$ cat src/rtl/bus_snoop_responder.sv
// Snoop responder for an LLC bus port: accepts one bus operation at a time,
// spends a fixed snoop window (plus a write-back window on dirty read hits),
// then holds the snoop result until the LLC consumes it.
module bus_snoop_responder #(
    parameter int ADDR_BITS     = 32,
    parameter int SNOOP_LATENCY = 2,
    parameter int HITM_EXTRA    = 4
) (
    input  logic                 clk,
    input  logic                 rst,
    input  logic                 bus_req_valid,
    output logic                 bus_req_ready,
    input  logic [1:0]           bus_op,
    input  logic [ADDR_BITS-1:0] bus_addr,
    output logic                 rsp_valid,
    input  logic                 rsp_ready,
    output logic [1:0]           rsp_snoop,
    output logic [1:0]           rsp_op,
    output logic [ADDR_BITS-1:0] rsp_addr,
    output logic [31:0]          read_cnt,
    output logic [31:0]          write_cnt,
    output logic [31:0]          inval_cnt,
    output logic [31:0]          rwim_cnt,
    output logic [31:0]          hitm_cnt
);

    localparam logic [1:0] IDLE      = 2'd0;
    localparam logic [1:0] SNOOP     = 2'd1;
    localparam logic [1:0] WRITEBACK = 2'd2;
    localparam logic [1:0] RESPOND   = 2'd3;

    localparam logic [1:0] OP_READ  = 2'd0;
    localparam logic [1:0] OP_WRITE = 2'd1;
    localparam logic [1:0] OP_INVAL = 2'd2;
    localparam logic [1:0] OP_RWIM  = 2'd3;

    localparam logic [1:0] SNP_HIT   = 2'd0;
    localparam logic [1:0] SNP_HITM  = 2'd1;
    localparam logic [1:0] SNP_NOHIT = 2'd2;

    localparam logic [3:0] SNOOP_LOAD = 4'(SNOOP_LATENCY - 1);
    localparam logic [3:0] WB_LOAD    = 4'(HITM_EXTRA - 1);

    logic [1:0]           state_r;
    logic [1:0]           state_next_s;
    logic [3:0]           cnt_r;
    logic [1:0]           op_r;
    logic [ADDR_BITS-1:0] addr_r;
    logic [1:0]           snoop_r;
    logic [1:0]           snoop_s;
    logic                 wb_s;

    // Statistics never wrap: they stick at all-ones.
    function automatic logic [31:0] sat_inc(input logic [31:0] v);
        return (v == 32'hFFFF_FFFF) ? v : v + 32'd1;
    endfunction

    function automatic logic [1:0] snoop_of(input logic [1:0] a);
        logic [1:0] r;
        case (a)
            2'b00:   r = SNP_HIT;
            2'b01:   r = SNP_HITM;
            default: r = SNP_NOHIT;
        endcase
        return r;
    endfunction

    // Snoop decode of the captured address and next-state selection.
    always_comb begin
        snoop_s      = snoop_of(addr_r[1:0]);
        wb_s         = (snoop_s == SNP_HITM) && ((op_r == OP_READ) || (op_r == OP_RWIM));
        state_next_s = state_r;
        case (state_r)
            IDLE: begin
                if (bus_req_valid) state_next_s = SNOOP;
                else               state_next_s = IDLE;
            end
            SNOOP: begin
                if (cnt_r == 4'd0) state_next_s = wb_s ? WRITEBACK : RESPOND;
                else               state_next_s = SNOOP;
            end
            WRITEBACK: begin
                if (cnt_r == 4'd0) state_next_s = RESPOND;
                else               state_next_s = WRITEBACK;
            end
            RESPOND: begin
                if (rsp_ready) state_next_s = IDLE;
                else           state_next_s = RESPOND;
            end
            default: state_next_s = IDLE;
        endcase
    end

    // State, capture, response and statistics registers.
    always_ff @(posedge clk) begin
        if (rst) begin
            state_r       <= IDLE;
            bus_req_ready <= 1'b1;
            rsp_valid     <= 1'b0;
            rsp_snoop     <= SNP_NOHIT;
            rsp_op        <= 2'd0;
            rsp_addr      <= '0;
            cnt_r         <= 4'd0;
            op_r          <= 2'd0;
            addr_r        <= '0;
            snoop_r       <= SNP_NOHIT;
            read_cnt      <= 32'd0;
            write_cnt     <= 32'd0;
            inval_cnt     <= 32'd0;
            rwim_cnt      <= 32'd0;
            hitm_cnt      <= 32'd0;
        end else begin
            state_r       <= state_next_s;
            bus_req_ready <= (state_next_s == IDLE);
            case (state_r)
                IDLE: begin
                    if (bus_req_valid) begin
                        op_r   <= bus_op;
                        addr_r <= bus_addr;
                        cnt_r  <= SNOOP_LOAD;
                        case (bus_op)
                            OP_READ:  read_cnt  <= sat_inc(read_cnt);
                            OP_WRITE: write_cnt <= sat_inc(write_cnt);
                            OP_INVAL: inval_cnt <= sat_inc(inval_cnt);
                            OP_RWIM:  rwim_cnt  <= sat_inc(rwim_cnt);
                            default:  read_cnt  <= read_cnt;
                        endcase
                    end
                end
                SNOOP: begin
                    if (cnt_r == 4'd0) begin
                        snoop_r <= snoop_s;
                        if (wb_s) begin
                            cnt_r <= WB_LOAD;
                        end else begin
                            // Outputs only change when a new result is presented.
                            rsp_valid <= 1'b1;
                            rsp_snoop <= snoop_s;
                            rsp_op    <= op_r;
                            rsp_addr  <= addr_r;
                            if (snoop_s == SNP_HITM) hitm_cnt <= sat_inc(hitm_cnt);
                        end
                    end else begin
                        cnt_r <= cnt_r - 4'd1;
                    end
                end
                WRITEBACK: begin
                    if (cnt_r == 4'd0) begin
                        rsp_valid <= 1'b1;
                        rsp_snoop <= snoop_r;
                        rsp_op    <= op_r;
                        rsp_addr  <= addr_r;
                        if (snoop_r == SNP_HITM) hitm_cnt <= sat_inc(hitm_cnt);
                    end else begin
                        cnt_r <= cnt_r - 4'd1;
                    end
                end
                RESPOND: begin
                    if (rsp_ready) rsp_valid <= 1'b0;
                end
                default: begin
                    rsp_valid <= 1'b0;
                end
            endcase
        end
    end

endmodule

$ cat config.mk
export PLATFORM = sky130hd
export DESIGN_NAME = bus_snoop_responder
export DESIGN_NICKNAME = d
export VERILOG_FILES = /design/src/rtl/bus_snoop_responder.sv
export SDC_FILE = /design/constraint.sdc
export NUM_CORES = 1
export LEC_CHECK = 0
export ABC_AREA = 1
export CAP_MARGIN = 20
export CORE_UTILIZATION = 35
export CTS_CLUSTER_DIAMETER = 50
export DETAILED_ROUTE_END_ITERATION = 7
export PLACE_DENSITY = 0.6
export RECOVER_POWER = 50
export SYNTH_ARGS = -nofsm -noshare
export SYNTH_HDL_FRONTEND = slang
export SYNTH_SLANG_ARGS = --single-unit
$ cat constraint.sdc
create_clock -name clk -period 1.85 [get_ports clk]
set_input_delay 0.37 -clock clk [delete_from_list [all_inputs] [get_ports clk]]
set_output_delay 0.37 -clock clk [all_outputs]
set_load 0.01 [all_outputs]
==> results of run 1 <==
-- through the flow --
stage | instances | setup TNS [ns] | cell area, sq um
4_1_cts | 2999 | 0 | 18520
2_1_floorplan | 2073 | 0 | 13300
3_3_place_gp | 2932 | -13.77 | 17400
6_report | 3011 | 0 | 18870
3_5_place_dp | 2932 | -17.35 | 17400
5_1_grt | 3011 | -0.06655 | 18870
-- metal layers --
metal,vias to the layer above,track usage,share of wire
met3,76,0.04586,0.055
met5,-,0,0
met2,316,0.3447,0.45
met1,6528,0.2835,0.47
li1,7372,-,-
met4,0,0.08039,0.025
-- area by class of cell --
| cell class | instances | area (sq um) | area share |
|---|---|---|---|
| Tap cell | 511 | 639.4 | 0.03388 |
| Clock buffer | 43 | 958.4 | 0.05079 |
| Inverter | 114 | 437.9 | 0.02321 |
| Multi-Input combinational cell | 1653 | 7815 | 0.4142 |
| Sequential cell | 240 | 4883 | 0.2588 |
| Antenna cell | 1 | 2.502 | 0.0001326 |
| Clock inverter | 18 | 212.7 | 0.01127 |
| Timing Repair Buffer | 431 | 3920 | 0.2077 |
-- synthesized netlist by cell type, types with 4 or more instances --
cell type	instances
nand2_1	700
nor2_1	432
dfxtp_1	240
a21oi_1	117
inv_1	110
o21ai_0	88
nand3_1	62
xor2_1	51
nand3b_1	48
clkbuf_1	35
nand2_2	28
a21oi_2	20
nand4_1	17
xnor2_1	16
buf_6	15
ha_1	12
nor3_1	12
buf_2	9
o21bai_1	9
nor2_2	7
nor2_4	6
and2_1	5
inv_2	4
o21ai_1	4
-- worst paths after layout --
kind                               endpoint                      start  cells after the start
setup / recovery               read_cnt[18]  read_cnt[18]$_SDFFE_PP0P_                      1
hold / removal        cnt_r[3]$_SDFFE_PP0P_                        rst                      4
setup reg to reg   hitm_cnt[0]$_SDFFE_PP0P_   hitm_cnt[0]$_SDFFE_PP0P_                     11
hold reg to reg   rsp_snoop[1]$_SDFFE_PP1P_  rsp_snoop[1]$_SDFFE_PP1P_                      2
-- logic make-up after synthesis --
group | Yosys count
DFF | 240
AOI/OAI and AO/OA | 245
adders and majority gates | 12
and+or+nand+nor | 1329
xor gates and xnor gates | 67
buffers and inverters | 180
-- power by group through the flow --
stage	logic (mW)	clock network [mW]	registers, mW
2_1_floorplan	0.848	0	5.72
3_3_place_gp	1.69	0	5.66
3_5_place_dp	1.70	0	5.66
4_1_cts	1.71	6.94	5.56
5_1_grt	1.94	7.12	5.59
6_report	1.77	6.77	5.56
-- sequential cells by signal, summed over array words and instances, names as in the netlist --
name           flops
snoop_r            2
cnt_r              4
rwim_cnt          32
bus_req_ready      1
read_cnt          32
inval_cnt         32
rsp_valid          1
rsp_op             2
hitm_cnt          32
write_cnt         32
rsp_addr          32
addr_r            32
op_r               2
rsp_snoop          2
state_r            2
-- timing repair --
action | in CTS | in global routing
setup buffers | 5 | 9
endpoints found under the setup margin | 218 | 179
pin swaps | 3 | 13
resized for setup | 217 | 70
hold endpoints to repair | 0 | 0
cloned | 1 | 2
==> results.ini, run 1 <==
[run_status]
outcome = finished, final reports clean

[power]
total_switching_power_mw = 3.655
pwr-share-comb = 0.125
design_power_total_mw = 14.10
cellPowerDensity_nw_per_um2 = 747.2
worst_case_vdd_ir_drop_mv = 0.6455
clock_share_of_power = 0.480
power_leakage_nw = 8.163
power.share.sequential = 0.394
sw_frac_of_total = 0.2592
power_internal_mw = 10.44

[global_routing]
grt_max_degree = 84
vias_in_the_first_global_route = 13330
grt_overflow_total = 0
global_route_wire_length_before_repair_um = 67720
antenna_found_initial = 1
globalRouteTotalUtil = 0.2154

[sta]
hold_viol = 0
final.min_clock_period_ns = 1.812
slew_headroom = 0.6526
post-route-worst-setup-slack_ns = 0.03778
clock.fmax_ghz = 0.5518
worst_slew_pin_slew_ns = 0.5211
final_min_period_over_clock_period = 0.9796
grt_setup_unrepaired = yes
final-max-slew-violation-count = 0
fin_hold_ws_ns = 0.2599
final-setup-viol-count = 0
finalClockSkew_ns = 0.01696

[cells_and_area]
syn_to_final_growth_pct = 41.86
layout_net_count = 2525
postLayoutCoreUtil = 0.5033
drive_above_1_share = 0.1665
layout_common_cells = nand2_1, nor2_1, dfxtp_1
mostFrequentLayoutCell = nand2_1
num-fill-cells = 3853

[route]
detail_route.drc_violations = 0
detail_route.first_pass.iterations = 5
postRouteWirelength_um = 42550
wl_cell_um = 14.13
routed_via_count = 14290
remaining_antenna_violation_count_after_routing = 0
drt-initial-drc-count = 761
routed_via_density = 4.747

[hold_path]
worst_hold_path_type = in -> reg

[yosys]
synth.lib_cells_used.distinct = 40
synth-edff-count = 0
synth_nets = 2123
synth_xor_area_frac = 0.04412
asyncSetResetFlopFracSynth = 0
ys_top_cells_by_area = dfxtp_1, nand2_1, nor2_1, a21oi_1, xor2_1
netlist_area_sq_um = 13300
synthDominantAreaCellType = dfxtp_1
fraction_of_the_yosys_area_taken_by_sequential_cells = 0.3612
post_synth_and_or_nand_nor_area_fraction = 0.4176
synth_warnings = 0
synth_top_family_by_area = simple AND/OR/NAND/NOR gates
syn-mean-instance-area_sq_um = 6.417
synth_cells = 2073
postSynth.topFlopCell = dfxtp_1
synth_mux_area_frac = 0
synth_adder_area_share = 0.01129
synth-compound-area-share = 0.1026
postSynthRegisterBits = 240
yosys.area.top_type_share = 0.3612

[clock_tree]
clock_sink_count = 240
cts.hold.buffers_added = 0
cts_made_buffers = 35
cts.clk_slew.worst_paths_ns = 0.05
tritoncts_clock_tree = done
clock_tree.root_cell = clkbuf_16
clock_insertion_delay_worst_skew_ns = 0.54
clock_path_buffers = 3
htree_levels = 2

[worst_setup_path]
critical_path.max_stage_delay_ns = 0.55
critical_path_peak_fanout = 4
critical_path.startpoint_type = flop
worst-path-buf-inv = 1
critical_path.endpoint_type = output port
path_cells = clkdlybuf4s50_1
path_delay_family = buffers and inverters
timing.reg2reg.setup_slack_ns = 0.10
criticalPathCategory = reg -> out
timing.critical_path.slowest_stage_cell = clkdlybuf4s50_1
data_arrival_critical_path_ns = 1.44
required_ns = 1.48

[die]
floorplan.die.width_um = 196.9
io_pins = 236
design.core.area_sq_um = 37490
effective_utilization_at_floorplan = 0.3548
design.die.area_sq_um = 38790
fp-row-count = 71
die_y_um = 196.9

[placed_design]
hpwlAfterDp_um = 30890
place.gp.congestion = 0.9206
dp_worst_setup_slack_ns = -0.2227
number_of_input_and_output_port_buffers_inserted = 235

[flow_run]
maximum_capacitance_violations = 0

(Power assumes the default switching activity.)
==> run 2, diff against run 1 <==
Settings changed: ABC_AREA 1 to unset, CORE_ASPECT_RATIO set to 1.25, PLACE_DENSITY 0.6 to 0.62, SKIP_CTS_REPAIR_TIMING set to 1.
==> run 2 against run 1 <==
The run now ends with setup timing left; non-clock buffer count increased by 153; worst hold slack improved by 0.093 ns; area after synthesis decreased by 17%; highest routed layer unchanged.
==> results.ini, run 2 <==
[clock_tree]
clock_sink_count = 240  ; unchanged
clock_insertion_delay_worst_skew_ns = 0.56  ; +0.02 ns
cts.clk_slew.worst_paths_ns = 0.06  ; about the same
htree_levels = 1  ; -1
cts_made_buffers = 31  ; -11%
tritoncts_clock_tree = done
clock_tree.root_cell = clkbuf_16
clock_path_buffers = 3  ; unchanged

[yosys]
synthDominantAreaCellType = dfxtp_1
postSynth.topFlopCell = dfxtp_1
synth_top_family_by_area = simple AND/OR/NAND/NOR gates
synth.top_cells.by_count = dfxtp_1, nand2_1, a21oi_1, o21ai_0, or3_1
postSynthRegisterBits = 240  ; unchanged
yosys.area.top_type_share = 0.4369  ; +0.07570
syn-mean-instance-area_sq_um = 8.134  ; +27%
synth_mux_area_frac = 0.01286  ; +0.01286
synth.lib_cells_used.distinct = 59  ; +48%
dominant_cell_by_count_in_the_synthesized_netlist = dfxtp_1
synth_adder_area_share = 0.01365  ; +0.002366
asyncSetResetFlopFracSynth = 0  ; unchanged
ys_top_cells_by_area = dfxtp_1, a21oi_1, nand2_1, or3_1, o21ai_0
synth_nets = 1402  ; -34%
synth-compound-area-share = 0.1859  ; +0.08329
post_synth_and_or_nand_nor_area_fraction = 0.2908  ; -0.1267
synth-edff-count = 0  ; unchanged
fraction_of_the_yosys_area_taken_by_sequential_cells = 0.4369  ; +0.07570
synth_xor_area_frac = 0.02549  ; -0.01863
netlist_area_sq_um = 11000  ; -17%
synth_warnings = 0  ; unchanged
synth_cells = 1352  ; -35%

[sta]
finalSetupTns_ns = -15.20  ; -15.20 ns
final.min_clock_period_ns = 2.224  ; +0.4117 ns
final-max-slew-violation-count = 0  ; unchanged
grt_setup_unrepaired = yes
final_min_period_over_clock_period = 1.202  ; +0.2225
clock.fmax_ghz = 0.4497  ; -19%
final-setup-viol-count = 128  ; +128
finalClockSkew_ns = 0.02177  ; +0.004811 ns
hold_viol = 0  ; unchanged
slew_headroom = 0.5153  ; -0.1373
worst_slew_pin_slew_ns = 0.7270  ; +0.2060 ns
post-route-worst-setup-slack_ns = -0.3739  ; -0.4117 ns

[die]
design.die.area_sq_um = 32140  ; -17%
io_pins = 236  ; unchanged
die_y_um = 200.2  ; +1.6%
fp-row-count = 72  ; +1.4%
floorplan.die.width_um = 160.5  ; -18%
effective_utilization_at_floorplan = 0.3559  ; +0.001072
design.core.area_sq_um = 30900  ; -18%

[route]
detail_route.drc_violations = 0  ; unchanged
wl_cell_um = 15.64  ; +11%
detail_route.first_pass.iterations = 4  ; -1
postRouteWirelength_um = 36420  ; -14%
routed_via_density = 5.247  ; +11%
remaining_antenna_violation_count_after_routing = 0  ; unchanged
drt-initial-drc-count = 599  ; -21%
routed_via_count = 12220  ; -15%

[placed_design]
hpwlAfterDp_um = 24850  ; -20%
place.gp.congestion = 0.8272  ; -10%
post-place-cells = 2228  ; -24%
number_of_input_and_output_port_buffers_inserted = 235  ; unchanged
placement.cell_area_sq_um = 16430  ; -5.5%

[run_status]
violated_checks = setup timing
outcome = finished with violations

[global_routing]
globalRouteTotalUtil = 0.2060  ; -0.009389
vias_in_the_first_global_route = 11510  ; -14%
antenna_found_initial = 0  ; -1
grt_overflow_total = 0  ; unchanged
global_route_wire_length_before_repair_um = 55960  ; -17%
grt_max_degree = 86  ; +2.4%

[power]
worst_case_vdd_ir_drop_mv = 0.5738  ; -11%
cellPowerDensity_nw_per_um2 = 668.1  ; -11%
power_leakage_nw = 8.586  ; +5.2%

[worst_setup_path]
timing.critical_path.slowest_stage_cell = or4_4
path_cells = nand4_4 > or4_4 > buf_6 > or4_4 > or3_4 > a21oi_2
criticalPathCategory = reg -> reg
critical_path.startpoint_type = flop
required_ns = 2.33  ; +0.85 ns
critical_path.most_common_cell = or4_4
data_arrival_critical_path_ns = 2.70  ; +1.26 ns
critical_path.max_stage_delay_ns = 0.54  ; about the same
critical_path.endpoint_type = flop
critical_path_peak_fanout = 8  ; +4

[cells_and_area]
layout_common_cells = buf_4, nand2_1, dfxtp_1
drive_above_1_share = 0.3404  ; +0.1740
mostFrequentLayoutCell = buf_4
final-instance-count-excl-fill = 2328  ; -23%
layout_net_count = 1947  ; -23%
antenna-diode-count = 0  ; -1
syn_to_final_growth_pct = 72.18
stdcell_area_sq_um = 18930  ; +0.35%

[hold_path]
worst_hold_path_type = in -> reg

[flow_run]
maximum_capacitance_violations = 0  ; unchanged

## run 2: area by class of cell
cell class | count | area [sq um]
clock buffer | 37 | 870.8
timing repair buffer | 584 | 5433
inverter | 24 | 90.09
multi-input combinational | 1016 | 6888
sequential | 240 | 4931
tap | 407 | 509.2
fill | 2702 | 11970
clock inverter | 20 | 212.7
## run 2: cells by family (layout without fill, tap and decap cells)
| group | Yosys count | in the layout |
|---|---|---|
| buf+inv | 98 | 665 |
| compound gates | 355 | 357 |
| flops | 240 | 240 |
| xor+xnor | 32 | 32 |
| fa+ha+maj | 12 | 12 |
| simple gates | 602 | 602 |
| mux | 13 | 13 |
## run 2: path summary, 6_finish.rpt
path                                                start  slack, ns  cells past startpoint                   endpoint
worst max register to register  read_cnt[22]$_SDFFE_PP0P_      -0.37                      6  read_cnt[29]$_SDFFE_PP0P_
worst min register to register    addr_r[18]$_SDFFE_PP0P_       0.45                      2  rsp_addr[18]$_SDFFE_PP0P_
worst max-delay path            read_cnt[22]$_SDFFE_PP0P_      -0.37                      6  read_cnt[29]$_SDFFE_PP0P_
worst min-delay path                         bus_addr[12]       0.35                      3    addr_r[12]$_SDFFE_PP0P_
## run 2: stage by stage
step,hold WS (ns),utilization,power [mW],setup slack (ns)
finish,0.3529,0.6128,12.65,-0.3739
global route,0.3459,0.6128,13.12,-0.4314
CTS,0.3270,0.5669,12.68,-0.5356
detailed placement,0.4416,0.5319,6.417,-0.7480
global placement,0.4355,0.5319,6.405,-0.7306
floorplan,0.4321,-,5.954,-0.2708
## run 2: critical path, delay by kind of cell (launching register included)
family | cells | cell delay (ns)
buf+inv | 1 | 0.14
flops | 1 | 0.36
simple gates | 4 | 1.53
compound gates | 1 | 0.12
## run 2: metal layers
| metal | GRT usage | share of wire | vias up | wire length, um |
|---|---|---|---|---|
| met1 | 0.2466 | 0.41 | 5855 | 15080 |
| met2 | 0.3673 | 0.51 | 238 | 18550 |
| met4 | 0.06905 | 0.030 | 0 | 1079 |
| met3 | 0.03665 | 0.047 | 67 | 1708 |
| li1 | - | - | 6056 | - |
| met5 | 0 | 0 | - | 0 |
## run 2: power breakdown
| part | switching, mW | internal (mW) | leakage, nW | total, mW |
|---|---|---|---|---|
| Combinational | 0.598 | 0.509 | 6.08 | 1.11 |
| Clock | 2.53 | 3.70 | 0.527 | 6.23 |
| Sequential | 0.0596 | 5.25 | 1.98 | 5.31 |
| Total | 3.18 | 9.47 | 8.59 | 12.6 |
